**src/rtl/rb_dp.sv**
```systemverilog
// Dual-port register bank with registered read and a clear-sweep sequencer.
// Define RB_DP_BYPASS_EN for new-data on same-address read-during-write.
module rb_dp #(
    parameter int unsigned WORD_WIDTH = 18,
    parameter int unsigned WORD_DEPTH = 8,
    parameter int unsigned ADDR_WIDTH = 3
) (
    input  logic                  CLK,
    input  logic                  RSTn,
    input  logic                  WENn,
    input  logic [ADDR_WIDTH-1:0] WA,
    input  logic [WORD_WIDTH-1:0] D,
    input  logic                  RENn,
    input  logic [ADDR_WIDTH-1:0] RA,
    input  logic                  CLR,
    output logic [WORD_WIDTH-1:0] Q,
    output logic                  QV,
    output logic                  BUSY
);

    localparam logic [ADDR_WIDTH:0]   DEPTH_C = (ADDR_WIDTH+1)'(WORD_DEPTH);
    localparam logic [ADDR_WIDTH-1:0] LAST_C  = ADDR_WIDTH'(WORD_DEPTH - 1);

    typedef enum logic {
        IDLE,
        SWEEP
    } state_t;

    state_t                state_q, state_d;
    logic [ADDR_WIDTH-1:0] cnt_q, cnt_d;
    logic [WORD_WIDTH-1:0] q_q, q_d;
    logic                  qv_q, qv_d;

    logic [WORD_WIDTH-1:0] mem_q [WORD_DEPTH];

    logic                  wa_ok, ra_ok, rd_en;
    logic                  mem_we;
    logic [ADDR_WIDTH-1:0] mem_wa;
    logic [WORD_WIDTH-1:0] mem_wd;
    logic [WORD_WIDTH-1:0] rd_data;

    assign wa_ok = {1'b0, WA} < DEPTH_C;
    assign ra_ok = {1'b0, RA} < DEPTH_C;
    assign rd_en = !RENn && (state_q == IDLE);

    always_comb begin
        state_d = state_q;
        cnt_d   = cnt_q;
        unique case (state_q)
            IDLE: begin
                if (CLR) begin
                    state_d = SWEEP;
                    cnt_d   = '0;
                end
            end
            SWEEP: begin
                if (cnt_q == LAST_C) begin
                    state_d = IDLE;
                    cnt_d   = '0;
                end else begin
                    cnt_d = cnt_q + 1'b1;
                end
            end
            default: begin
                state_d = IDLE;
                cnt_d   = '0;
            end
        endcase
    end

    // Sweep owns the write port; user writes are dropped while it runs.
    always_comb begin
        mem_we = 1'b0;
        mem_wa = WA;
        mem_wd = D;
        if (state_q == SWEEP) begin
            mem_we = 1'b1;
            mem_wa = cnt_q;
            mem_wd = '0;
        end else if (!WENn && wa_ok) begin
            mem_we = 1'b1;
        end
    end

    always_comb begin
        rd_data = ra_ok ? mem_q[RA] : '0;
`ifdef RB_DP_BYPASS_EN
        if (ra_ok && !WENn && (WA == RA)) begin
            rd_data = D;
        end
`endif
        q_d  = rd_en ? rd_data : q_q;
        qv_d = rd_en;
    end

    always_ff @(posedge CLK or negedge RSTn) begin
        if (!RSTn) begin
            state_q <= IDLE;
            cnt_q   <= '0;
            q_q     <= '0;
            qv_q    <= 1'b0;
        end else begin
            state_q <= state_d;
            cnt_q   <= cnt_d;
            q_q     <= q_d;
            qv_q    <= qv_d;
        end
    end

    // Array has no reset; RSTn gating keeps writes out while reset is held.
    always_ff @(posedge CLK) begin
        if (mem_we && RSTn) begin
            mem_q[mem_wa] <= mem_wd;
        end
    end

    assign Q    = q_q;
    assign QV   = qv_q;
    assign BUSY = (state_q == SWEEP);

endmodule

```
**config.mk**
```make
export PLATFORM = sky130hd
export DESIGN_NAME = rb_dp
export DESIGN_NICKNAME = d
export VERILOG_FILES = /design/src/rtl/rb_dp.sv
export SDC_FILE = /design/constraint.sdc
export NUM_CORES = 1
export LEC_CHECK = 0
export CORE_MARGIN = 4
export CORE_UTILIZATION = 59
export CTS_BUF_LIST = sky130_fd_sc_hd__clkbuf_4 sky130_fd_sc_hd__clkbuf_8
export DETAILED_ROUTE_END_ITERATION = 10
export DONT_BUFFER_PORTS = 1
export GPL_ROUTABILITY_DRIVEN = 0
export GPL_TIMING_DRIVEN = 0
export HOLD_SLACK_MARGIN = 0.03
export PLACE_DENSITY = 0.89
export SKIP_CTS_REPAIR_TIMING = 1
export SLEW_MARGIN = 20
export SYNTH_ARGS = -nofsm -noshare
export SYNTH_HDL_FRONTEND = slang
export SYNTH_SLANG_ARGS = --single-unit
```
**constraint.sdc**
```tcl
create_clock -name CLK -period 1.88 [get_ports CLK]
set_input_delay 0.376 -clock CLK [delete_from_list [all_inputs] [get_ports CLK]]
set_output_delay 0.376 -clock CLK [all_outputs]
set_load 0.01 [all_outputs]
```
# After elaboration in Yosys (flattened, before gate mapping)
# Memories as Yosys holds them, arrays and structs flattened. A register that Yosys moved wholly into a read port is not among the register bits.
# Cells that the tools add are included.
# classes
mux	12
n_reduce_logical	4
bitwise	1
n_eq_ne	2
add_sub_neg	1
# ops
cell	n
$mux 18	1
$mux 3	3
$mux 1	6
$pmux 3 s2	1
$add 3x1->3 const B	1
$eq 3x3->1 const B	1
$logic_and 1x1->1	2
$logic_not 1->1	2
$ne 2x2->1 const B	1
$pmux 1 s2	1
$not 1->1	1
# totals
ff_bits	5
mem_bits_rw	144
out_inout_bits	20
wordCells	24
n_memories	1
# memory_table
memory	depth	word_bits	rd	rd_ports_with_merged_regs	wr	line	rtl
mem_q	8	18	1	1	1	34	logic [WORD_WIDTH-1:0] mem_q [WORD_DEPTH];

# Longest topological paths before layout
# logic_depth
ltp_word	5
depth_mapped	6

# Worst setup path after synthesis
# No wires, ideal clock.
# synth_timing
kind	register -> register
from	register state_q (netlist: BUSY)
to	memory mem_q[0][0] (enable)
t_arrival_ns	1.736
path_stages_with_launch	6
path_slack_ns	-0.249
n_path_buf	2
cell_sequence	dfrtp_1 > buf_6 > buf_2 > nor2_1 > a22oi_1 > nor2_1
# synth_between
elab_chain_cells	4
elab_cells_between_ends	5
classes_between	mux (4); reduce/logical (1)
# synth_lines
item	line	rtl
start, declared	29	state_t state_q, state_d;
start signal, assigned	103	state_q <= state_d;
$mux 1	76	if (state_q == SWEEP) begin
$logic_and 1x1->1	112	if (mem_we && RSTn) begin
$mux 1	112	
$mux 1 (implied by the code)	113	mem_q[mem_wa] <= mem_wd;
end, declared	34	
# Parallel ways exist; a longest one is shown, timed or not.

# Final worst setup path
# layout_timing
from	register state_q (netlist: BUSY)
to	memory mem_q[1][14] (enable)
# Same word-level chain as after synthesis.

==> results.md <==
* Hold WC Path Type: input port to register
* Maxcap violations at 0
* Worst slew pin tran at 0.6811 ns
* Synth warn at 0
* Core Area at 11030 µm²
* Routed WL at 14.39 mm
* Arrival @ worst endpoint at 1.97 ns
* Drt pass-1 iters at 5
* Start point of the critical path: BUSY
* Via density at 6.210
* Synth cell types at 30
* Top post-synthesis cells by area: edfxtp_1 64%, dfrtp_1 8.5%, mux2_2 5.8%
* Yosys reg bits at 167
* GRT Resource Usage Total at 0.2270
* Max FO, Critical Path at 11
* Proportion of netlist area held by the largest area contributor at 0.6380
* Worst Path Class, Setup: register to register
* Clock skew at 0.01116 ns
* CTS tree: done
* Fmax achieved at 550.2 MHz
* Final Cell Area at 7707 µm²
* Fill count at 674
* Pre-CTS setup slack at -0.5520 ns
* Vias in the first global route at 3820
* DR vias at 3645
* Layout area overhead at 13.72%
* Max clock buf depth at 2
* Sequential element share of the synthesized area at 0.7229
* Mapped Nets at 424
* Maximum vdd drop at 0.0009106 V
* Placed Instances at 538
* Skew-Pair Late Insertion Delay at 0.44 ns
* First-pass GRT wire length at 21.67 mm
* Detailed Place HPWL at 8.736 mm
* Final Hold Fails at 0
* Synth Flop Type: edfxtp_1
* Die Height at 115.2 µm
* Slew Viols, Final at 0
* Post-synth EDFFs at 144
* R2r endpoint: mem_q[1][14]
* Post-Syn Area at 6778 µm²
* Grt total ovfl at 0
* Initial Util at 0.6145
* Mapped Cells at 393
* Clk root buf: clkbuf_8
* Nets@finish at 464
* DRC errors left at 0
* Req. time, crit path at 2.03 ns
* Drt wl/cell at 24.52 µm
* Post-synth ARST share at 0.1377
* Post-Route Setup TNS at 0 ns
* Lkg Pwr at 2.777 nW
* # setup viols final at 0
* Mean Syn Cell Area at 17.25 µm²
* Post-place instance area at 7048 µm²
* FF-to-FF Start: BUSY
* Non-filler cells, final at 587
* CP Cell Sequence: buf_6 > buf_2 > nor2_2 > a22oi_2 > nor2_4 > buf_8
* Site Rows at 38
* Final setup margin at 0.06250 ns
* Worst setup endpoint: mem_q[1][14]
* Initial drt markers at 461
* Hold_ws at 0.05516 ns
* Total power at 9.989 mW
* Buf+Inv Stages, Crit Path at 3
* Die width at 115.2 µm
* Ports at 49
* Largest net degree at the start of global routing at 26
* Crit start category: register
* DRT antenna net count at 0
* Total CTS buffers at 17
* Number of port buffers at 0
* Area of the multi-input gates at 1755 µm²
* R2R depth at 6
* Worst path depth at 6
* Clock Pin Slew Worst Setup and Hold Paths at 0.08 ns
* Relative slew slack at 0.5459
* Slowest-stage cell, CP: dfrtp_1
* R2R Setup Slk at 0.06 ns
* Status: complete, no violations
* Share of layout cells above drive strength 1 at 0.3094
* Initial antenna violation count at 2
* Post-synth top area cell: edfxtp_1
* Htree depth at 4
* DIE AREA at 13270 µm²
* Crit-path max cell delay at 0.44 ns
* # clock sinks at 167
* Util after Layout at 0.6987
* Crit end category: register
* PwrDens at 1296 nW/µm²
* Storage element area at 4900 µm²
* Delay-heaviest family, CP: buffers and inverters
* Final period util at 0.9668
* Fin crit period at 1.817 ns
==> per-layer routing <==
| metal | vias to the layer above | global-route usage | routed length [µm] |
|---|---|---|---|
| met5 | - | 0 | 13 |
| met3 | 26 | 0.05789 | 1068 |
| met2 | 163 | 0.3646 | 7216 |
| met1 | 1847 | 0.3012 | 5827 |
| met4 | 2 | 0.08764 | 265 |
| li1 | 1607 | - | - |
==> cell type report <==
| type | count | share of cell area |
|---|---|---|
| sequential | 167 | 0.6357 |
| multi-input combinational | 201 | 0.2278 |
| inverter | 3 | 0.001461 |
| antenna | 1 | 0.0003247 |
| buffer | 22 | 0.02711 |
| clock inverter | 9 | 0.01299 |
| timing repair buffer | 21 | 0.03247 |
| clock buffer | 23 | 0.03945 |
| tap | 140 | 0.02273 |
==> report_power, final <==
group / leakage, nW / switching [mW] / internal (mW)
registers: 1.62 / 0.392 / 4.91
logic: 0.944 / 1.32 / 0.816
clock network: 0.208 / 1.21 / 1.34
total: 2.78 / 2.92 / 7.07
==> cell usage after synthesis (all sizes together) (3+ instances only) <==
library cell and count:
mux2 36, nor2b 21, buf 18, nor2 12
nand2b 4, dfrtp 23, o22ai 18, o31ai 19
edfxtp 144, clkbuf 4, inv 3, o21ai 4
nand2 22, mux2i 36, a22o 18
==> placed cells by master (no fill, tap or decap), drive strengths merged, types with 2 or more instances in the layout <==
master / instances
nand2b: 4
mux2: 36
clkinvlp: 2
dlygate4sd3: 2
nand2: 22
o31ai: 19
inv: 3
clkinv: 5
edfxtp: 144
dfrtp: 23
a32oi: 2
nor2b: 21
clkbuf: 27
mux2i: 36
o21ai: 4
o22ai: 18
ha: 2
a22o: 18
buf: 37
bufinv: 2
nor2: 12
==> cells by family (layout without fill, tap and decap cells) <==
kind of cell,count (synthesis),count (layout),synth area share
AOI/OAI and AO/OA,64,64,0.08215
adders and majority gates,2,2,0.003691
buffers and inverters,25,78,0.03230
DFF,167,167,0.7229
muxes,72,72,0.1130
other,0,1,0
and+or+nand+nor,63,63,0.04597
==> worst min-delay path by stage <==
| stage | startpoint | to | slack (ns) | cells past startpoint |
|---|---|---|---|---|
| 2_1_floorplan | RSTn | BUSY | 0.08 | 0 |
| 3_3_place_gp | RSTn | cnt_q[2] | 0.08 | 0 |
| 3_5_place_dp | RSTn | cnt_q[1] | 0.08 | 0 |
| 4_1_cts | RSTn | Q[8] | -0.40 | 0 |
| 5_1_grt | CLR | cnt_q[2] | 0.04 | 1 |
| 6_report | CLR | cnt_q[2] | 0.06 | 1 |
==> flip-flops by register name, summed over array words and instances, names as in the netlist <==
register and cells:
Q 18, cnt_q 3, QV 1, mem_q 144, BUSY 1
No activity file was read; power rests on OpenSTA's default activity.
